===== config.mk =====
export PLATFORM = sky130hd
export DESIGN_NAME = traffic_light_controller
export DESIGN_NICKNAME = d
export VERILOG_FILES = /design/src/rtl/traffic_pkg.sv /design/src/rtl/phase_timer.sv /design/src/rtl/traffic_light_controller.sv
export SDC_FILE = /design/constraint.sdc
export NUM_CORES = 1
export LEC_CHECK = 0
export ABC_AREA = 1
export BUFFER_PORTS_ARGS = -buffer_cell sky130_fd_sc_hd__buf_2
export CAP_MARGIN = 20
export CORE_UTILIZATION = 54
export DETAILED_ROUTE_END_ITERATION = 10
export GPL_TIMING_DRIVEN = 1
export PLACE_DENSITY = 0.82
export SYNTH_ARGS = -nofsm -noshare
export SYNTH_HDL_FRONTEND = slang
export SYNTH_HIERARCHICAL = 1
export SYNTH_SLANG_ARGS = --single-unit

===== constraint.sdc =====
create_clock -name clk -period 2.6 [get_ports clk]
set_input_delay 0.26 -clock clk [delete_from_list [all_inputs] [get_ports clk]]
set_output_delay 0.26 -clock clk [all_outputs]
set_load 0.005 [all_outputs]

===== src/rtl/traffic_pkg.sv =====
`default_nettype none
// ============================================================================
// Module   : traffic_pkg
// Brief    : Lamp encodings, FSM state encoding and lamp decode helpers for
//            the two-road intersection sequencer.
// Revision : 1.0
// ============================================================================
package traffic_pkg;

  localparam logic [0:2] RED    = 3'b100;
  localparam logic [0:2] GREEN  = 3'b010;
  localparam logic [0:2] YELLOW = 3'b001;

  typedef enum logic [2:0] {
    NS_GREEN  = 3'd0,
    NS_YELLOW = 3'd1,
    ALLRED_A  = 3'd2,
    EW_GREEN  = 3'd3,
    EW_YELLOW = 3'd4,
    ALLRED_B  = 3'd5,
    WALK      = 3'd6
  } state_t;

  function automatic logic [0:2] lamp_ns(input state_t s);
    case (s)
      NS_GREEN:  lamp_ns = GREEN;
      NS_YELLOW: lamp_ns = YELLOW;
      default:   lamp_ns = RED;
    endcase
  endfunction

  function automatic logic [0:2] lamp_ew(input state_t s);
    case (s)
      EW_GREEN:  lamp_ew = GREEN;
      EW_YELLOW: lamp_ew = YELLOW;
      default:   lamp_ew = RED;
    endcase
  endfunction

endpackage
`default_nettype wire


===== src/rtl/phase_timer.sv =====
`default_nettype none
// ============================================================================
// Module   : phase_timer
// Brief    : Phase counter; done pulses on the enabled cycle where the count
//            reaches the last cycle of the current phase.
// Revision : 1.0
// ============================================================================
module phase_timer #(
  parameter int CNT_W = 4
) (
  input  logic             clk,
  input  logic             rst_n,
  input  logic             clear,
  input  logic             enable,
  input  logic [CNT_W-1:0] last,
  output logic             done
);

  logic [CNT_W-1:0] r_count;

  always_ff @(posedge clk or negedge rst_n) begin
    if (!rst_n) begin
      r_count <= '0;
    end else if (clear) begin
      r_count <= '0;
    end else if (enable) begin
      r_count <= r_count + CNT_W'(1);
    end
  end

  assign done = enable && (r_count == last);

endmodule
`default_nettype wire


===== src/rtl/traffic_light_controller.sv =====
`default_nettype none
// ============================================================================
// Module   : traffic_light_controller
// Brief    : Two-road intersection sequencer with latched pedestrian requests
//            served in an all-red WALK phase.
// Revision : 1.0
// ============================================================================
module traffic_light_controller
  import traffic_pkg::*;
#(
  parameter int GREEN_CYCLES  = 8,
  parameter int YELLOW_CYCLES = 3,
  parameter int ALLRED_CYCLES = 2,
  parameter int WALK_CYCLES   = 6,
  parameter int CNT_W         = 4
) (
  input  logic       clk,
  input  logic       rst_n,
  input  logic       enable,
  input  logic       ped_req,
  output logic [0:2] light_ns,
  output logic [0:2] light_ew,
  output logic       walk,
  output logic       ped_pend
);

  // Last count value of each phase; keeps a duration of 2^CNT_W representable.
  localparam logic [CNT_W-1:0] c_green_last  = CNT_W'(GREEN_CYCLES - 1);
  localparam logic [CNT_W-1:0] c_yellow_last = CNT_W'(YELLOW_CYCLES - 1);
  localparam logic [CNT_W-1:0] c_allred_last = CNT_W'(ALLRED_CYCLES - 1);
  localparam logic [CNT_W-1:0] c_walk_last   = CNT_W'(WALK_CYCLES - 1);

  state_t           r_state;
  state_t           w_next;
  logic [CNT_W-1:0] w_last;
  logic             w_done;

  phase_timer #(
    .CNT_W (CNT_W)
  ) u_timer (
    .clk    (clk),
    .rst_n  (rst_n),
    .clear  (w_done),
    .enable (enable),
    .last   (w_last),
    .done   (w_done)
  );

  always_comb begin
    w_last = c_allred_last;
    case (r_state)
      NS_GREEN, EW_GREEN:   w_last = c_green_last;
      NS_YELLOW, EW_YELLOW: w_last = c_yellow_last;
      WALK:                 w_last = c_walk_last;
      default:              w_last = c_allred_last;
    endcase
  end

  always_comb begin
    w_next = r_state;
    if (w_done) begin
      case (r_state)
        NS_GREEN:  w_next = NS_YELLOW;
        NS_YELLOW: w_next = ALLRED_A;
        ALLRED_A:  w_next = EW_GREEN;
        EW_GREEN:  w_next = EW_YELLOW;
        EW_YELLOW: w_next = ALLRED_B;
        ALLRED_B:  w_next = ped_pend ? WALK : NS_GREEN;
        default:   w_next = NS_GREEN;
      endcase
    end
  end

  // Outputs are decoded from the next state so they change on the same edge
  // as the state register.
  always_ff @(posedge clk or negedge rst_n) begin
    if (!rst_n) begin
      r_state  <= ALLRED_B;
      light_ns <= RED;
      light_ew <= RED;
      walk     <= 1'b0;
      ped_pend <= 1'b0;
    end else begin
      r_state  <= w_next;
      light_ns <= lamp_ns(w_next);
      light_ew <= lamp_ew(w_next);
      walk     <= (w_next == WALK);
      if (w_next == WALK && r_state != WALK) begin
        ped_pend <= 1'b0;
      end else if (ped_req && r_state != WALK) begin
        ped_pend <= 1'b1;
      end
    end
  end

endmodule
`default_nettype wire


* Word-level counts from Yosys, hierarchy flattened
Index checks and enable logic that the tools add are counted.
Storage, ports and cells: flip-flop bits (word level) 15, latch bits 0, RAM bits 0, bits in read-only memories 0, input port bits 4, output and inout port bits 8, memories kept 0
Cells by class: add/sub/neg operators 1, $mul 0, divide/modulo/power cells 0, $lt $le $gt $ge 0, equal/unequal tests 12, shift operators 0, muxes and demuxes 10, bitwise logic cells 0, reductions and logical operators 9
Operators by type and width (count):
- $pmux 3 s6 | 1
- $eq 3x3->1 const B | 5
- $pmux 3 s2 | 2
- $eq 3x2->1 const B | 3
- $pmux 3 s3 | 1
- $mux 4 | 2
- $eq 3x1->1 const B | 2
- $logic_not 3->1 | 2
- $mux 3 | 2
- $add 4x1->4 const B | 1
- $eq 4x3->1 | 1
- $reduce_bool 2->1 | 2
- $reduce_or 2->1 | 2
- $logic_and 1x1->1 | 3
- $ne 3x3->1 const B | 1
- $mux 1 | 2

* Depth between registers and ports, before layout
depth after elaboration 9, depth in mapped cells 16

* By module
The synthesis kept the hierarchy.
Modules (own cells, without submodules):
- traffic_light_controller | times used 1, cells an instance 63, area each 555.5 um^2, seq. area each 280.3 um^2
- phase_timer | times used 1, cells an instance 41, area each 267.8 um^2, seq. area each 100.1 um^2

* Least setup slack after synthesis
OpenSTA, ideal clock, no wires.
path type register -> register, start register r_state[2], end register light_ew[0] (netlist name), setup time 0.076 ns, arrival time 1.847 ns, required time 2.524 ns, setup slack 0.677 ns, stages on the path, launching flop included 16, buffers on the path 1, cell sequence dfstp_2 -> nand3_1 -> o211ai_1 -> inv_1 -> nand2_1 -> nand2_1 -> nor2_1 -> nand2_1 -> nor2_1 -> buf_6 -> or2_2 -> nand3_2 -> inv_1 -> nand2_1 -> nand2_1 -> nand2_1
Between the ends: cells in the longest elaborated chain, start to end 8
RTL lines:
- start: declaration | line traffic_light_controller.sv:33 | state_t r_state;
- start signal: assignment | line traffic_light_controller.sv:84 | r_state <= w_next;
- $eq 3x3->1 (tied with other cells) | line traffic_light_controller.sv:51 | case (r_state)
- $reduce_or 2->1 | line traffic_light_controller.sv:51
- $pmux 3 s3 (*) | line traffic_light_controller.sv:51
- net w_last[2] | line traffic_light_controller.sv:35 | logic [CNT_W-1:0] w_last;
- $eq 4x3->1 (*) | line phase_timer.sv:31 | assign done = enable && (r_count == last);
- $logic_and 1x1->1 (*) | line phase_timer.sv:31
- net w_done | line traffic_light_controller.sv:36 | logic w_done;
- $mux 3 (*) | line traffic_light_controller.sv:61 | if (w_done) begin
- net w_next[0] | line traffic_light_controller.sv:34 | state_t w_next;
- $eq 3x3->1 or $eq 3x2->1 (tied branches) | line traffic_pkg.sv:33 | case (s)
- $pmux 3 s2 (*) | line traffic_pkg.sv:33
- end signal: assignment | line traffic_light_controller.sv:86 | light_ew <= lamp_ew(w_next);
- end: declaration | line traffic_light_controller.sv:22 | output logic [0:2] light_ew,
Mark *: on every way through the listed nets, which the timed path passes. The rest lies on a longest branch. A chain may end at the register's enable or synchronous reset.

* Worst setup path after layout
start register r_state[2], end register light_ew[0] (netlist name)
Between the ends: cells in the longest elaborated chain, start to end 8
RTL lines (line):
- $eq 3x3->1 (tied with other cells) | traffic_light_controller.sv:51
- $reduce_or 2->1 | traffic_light_controller.sv:51
- $pmux 3 s3 (*) | traffic_light_controller.sv:51
- net w_last[2] | traffic_light_controller.sv:35
- $eq 4x3->1 (*) | phase_timer.sv:31
- $logic_and 1x1->1 (*) | phase_timer.sv:31
- net w_done | traffic_light_controller.sv:36
- $mux 3 (*) | traffic_light_controller.sv:61
- $eq 3x3->1 or $eq 3x2->1 (tied branches) | traffic_pkg.sv:33
- $pmux 3 s2 (*) | traffic_pkg.sv:33
Marked as above.

==> flow_metrics.tcl <==
set metrics [dict create \
    outcome "finished, final reports clean" \
    initial_utilization 0.6026 \
    source_to_sink_clock_delay_at_the_later_pin_of_the_worst_skew_pair_ns 0.28 \
    post-route-drc-count 0 \
    setup_total_negative_slack_ns 0 \
    globalRouteOverflowTotal 0 \
    path_common_cell "nand2_1" \
    critical_path_cell_count 14 \
    synth_sequential_area_ratio 0.4620 \
    synth.ff_latch_count 15 \
    ys_types 24 \
    path_cells "nand3_1 -> o211ai_1 -> inv_1 -> nand2_1 -> nand2_1 -> nor2_1 -> nand2_1 -> nor2_1 -> buf_4 -> nor2_1 -> inv_1 -> nand3_1 -> nand2_1 -> nand2_1" \
    final.fill_count 110 \
    hold_buffers 1 \
    cts_made_buffers 3 \
    layout_commonest_cell "nand2_1" \
    worst-setup-path-type "flop to flop" \
    gate_count_of_the_mapped_netlist 104 \
    multi_input_area_um2 367.9 \
    first_global_vias 595 \
    final.hold.worst_slack_ns 0.2758 \
    row_count 13 \
    cts.htree.levels 1 \
    die_area_um2 1685 \
    ir_drop_mv 0.7103 \
    yosys_most_used_dff "dfrtp_1" \
    setup_violations 0 \
    syn-mean-instance-area_um2 7.916 \
    die_y_um 41.05 \
    wire_per_inst_um 10.51 \
    fin_total_pwr_w 0.001132 \
    maxSlewViolCount 0 \
    final_min_period_over_clock_period 0.8454 \
    cts.path.max_buffers 2 \
    antenna_cells 0 \
    power.density_nw_per_um2 1208 \
    tritoncts "done" \
    post-dp-hpwl_mm 1.118 \
    drtPass1Iterations 4 \
    worst_hold_path_type "input port to flop" \
    die_w_um 41.05 \
    timing.fmax_mhz 454.9 \
    cp.buffers_inverters 3 \
    ff_latch_area_um2 380.4 \
    count_of_instances_resized_after_the_clock_tree_is_built 0 \
    first_iter_violations 9 \
    critPathSlowestCell "dfstp_2" \
    dr_total_vias 665 \
    drt-vias-per-instance 4.890 \
    layout_min_cycle_time_ns 2.198 \
    port_buffers 11 \
    route.antenna.remaining_nets 0 \
    reg2reg_from "r_state[2]" \
    critPathCaptureType "flop" \
    timing.critical_path.from "r_state[2]" \
    grt_pass1_wl_mm 2.332 \
    p_leak_nw 0.5153 \
    grt_antenna_before_repair 0 \
    critPathRequiredTime_ns 2.81 \
    rr_worst_depth 14 \
    clk_pin_slew_worst_setup_hold_paths_ns 0.08 \
    place_congestion 0.8426 \
    synth-async-reset-ratio 1.000 \
    area_added_between_synthesis_and_finish_pct 13.83 \
    post-cts-setup-buffer-count 0 \
    critical-path-max-stage-delay_ns 0.59 \
    crit_end "light_ew[0]" \
    finalHoldViolations 0 \
    clock_sinks 15 \
    detailed_route_wire_length_mm 1.429 \
    reg2reg_slack_ns 0.40 \
    ios 12 \
    crit_fanout 6 \
    regToRegEndpoint "light_ew[0]" \
    drive_above_1_share 0.3058 \
    worstPathArrival_ns 2.41 \
    max_cap_violations 0 \
    postSynthNetCount 109 \
    critical_path.top_delay_family "simple AND/OR/NAND/NOR gates" \
    netlist_area_um2 823.3 \
    worstSetupStartpointType "flop" \
    worst_clock_skew_ns 0.008699 \
    leading_cell_types_in_the_layout_fill_and_taps_excluded "nand2_1, nor2_1, inv_1, buf_2, dfrtp_1" \
    global_route.usage.total 0.2243 \
    fin_nets 127 \
    grt_setup_unrepaired "false" \
    yosysWarningCount 6 \
    synth-edff-count 0 \
    coreArea_um2 1366 \
    cts.root.buffer_cell "clkbuf_4" \
    largest_net_degree_at_the_start_of_global_routing 16 \
]
[how the worst min path moves through the flow]
stage,slack [ns],from,cells after the start,endpoint
final,0.28,ped_req,5,ped_pend
after global routing,0.27,enable,3,u_timer/r_count[1]
after CTS,0.27,ped_req,5,ped_pend
after detailed placement,0.18,rst_n,1,u_timer/r_count[3]
after global placement,0.17,rst_n,1,u_timer/r_count[3]
after floorplan,-0.04,rst_n,0,light_ew[1]
[cell families after synthesis]
kind of cell / Yosys count / share of synthesized area
AND/OR/NAND/NOR: 58 / 0.3328
adder cells (fa/ha/maj): 1 / 0.01520
buffers and inverters: 18 / 0.09118
AO/OA/AOI/OAI: 11 / 0.09423
other: 1 / 0.004555
flip-flops: 15 / 0.4620
[worst register-to-register path: stages, from the launching register on]
cell and delay (ns):
dfstp_2 0.59, nand3_1 0.17, o211ai_1 0.17, inv_1 0.06
nand2_1 0.06, nand2_1 0.05, nor2_1 0.08, nand2_1 0.05
nor2_1 0.28, buf_4 0.20, nor2_1 0.05, inv_1 0.09
nand3_1 0.14, nand2_1 0.09, nand2_1 0.05
[metal layers]
layer | global-route usage | vias up | part of all wire
met4 | 0.08333 | 0 | 0.0042
met3 | 0.09783 | 2 | 0.032
met5 | 0 | - | 0
met2 | 0.4141 | 8 | 0.51
li1 | - | 358 | -
met1 | 0.2138 | 297 | 0.45
[cell usage after synthesis (2+ instances only)]
| cell | count | share of area |
|---|---|---|
| a21oi_1 | 3 | 0.018 |
| dfrtp_1 | 11 | 0.33 |
| dfstp_2 | 4 | 0.13 |
| inv_1 | 13 | 0.059 |
| inv_2 | 4 | 0.018 |
| nand2_1 | 24 | 0.11 |
| nand2_2 | 4 | 0.030 |
| nand3_1 | 8 | 0.049 |
| nand3_2 | 3 | 0.036 |
| nor2_1 | 14 | 0.064 |
| nor2_2 | 2 | 0.015 |
| o21ai_0 | 2 | 0.012 |
[stage by stage]
| step | utilization | setup slack, ns | std cells | area, um^2 |
|---|---|---|---|---|
| floorplan | - | 0.6771 | 104 | 823.3 |
| CTS | 0.6859 | 0.4030 | 136 | 937.1 |
| detailed placement | 0.6593 | 0.4202 | 131 | 900.9 |
| global placement | 0.6593 | 0.4906 | 131 | 900.9 |
| global route | 0.6859 | 0.1810 | 136 | 937.1 |
| finish | 0.6859 | 0.4019 | 136 | 937.1 |
[final cells by class]
cell class,instances,share of cell area
Clock buffer,4,0.02804
Sequential cell,15,0.4059
Inverter,17,0.06809
Timing Repair Buffer,14,0.08545
Multi-Input combinational cell,71,0.3925
Tap cell,15,0.02003
[report_power, final]
part | total (W) | switching [W] | internal, W
Combinational | 0.000573 | 0.000349 | 0.000223
Clock | 0.000129 | 0.0000691 | 0.0000595
Sequential | 0.000431 | 0.0000781 | 0.000353
Total | 0.00113 | 0.000496 | 0.000636
[state kept, by name, indices dropped and copies added (netlist names)]
signal           flops
u_timer/r_count      4
light_ew             3
light_ns             3
r_state              3
ped_pend             1
walk                 1
Note: power is estimated with default switching activity, not from simulation.
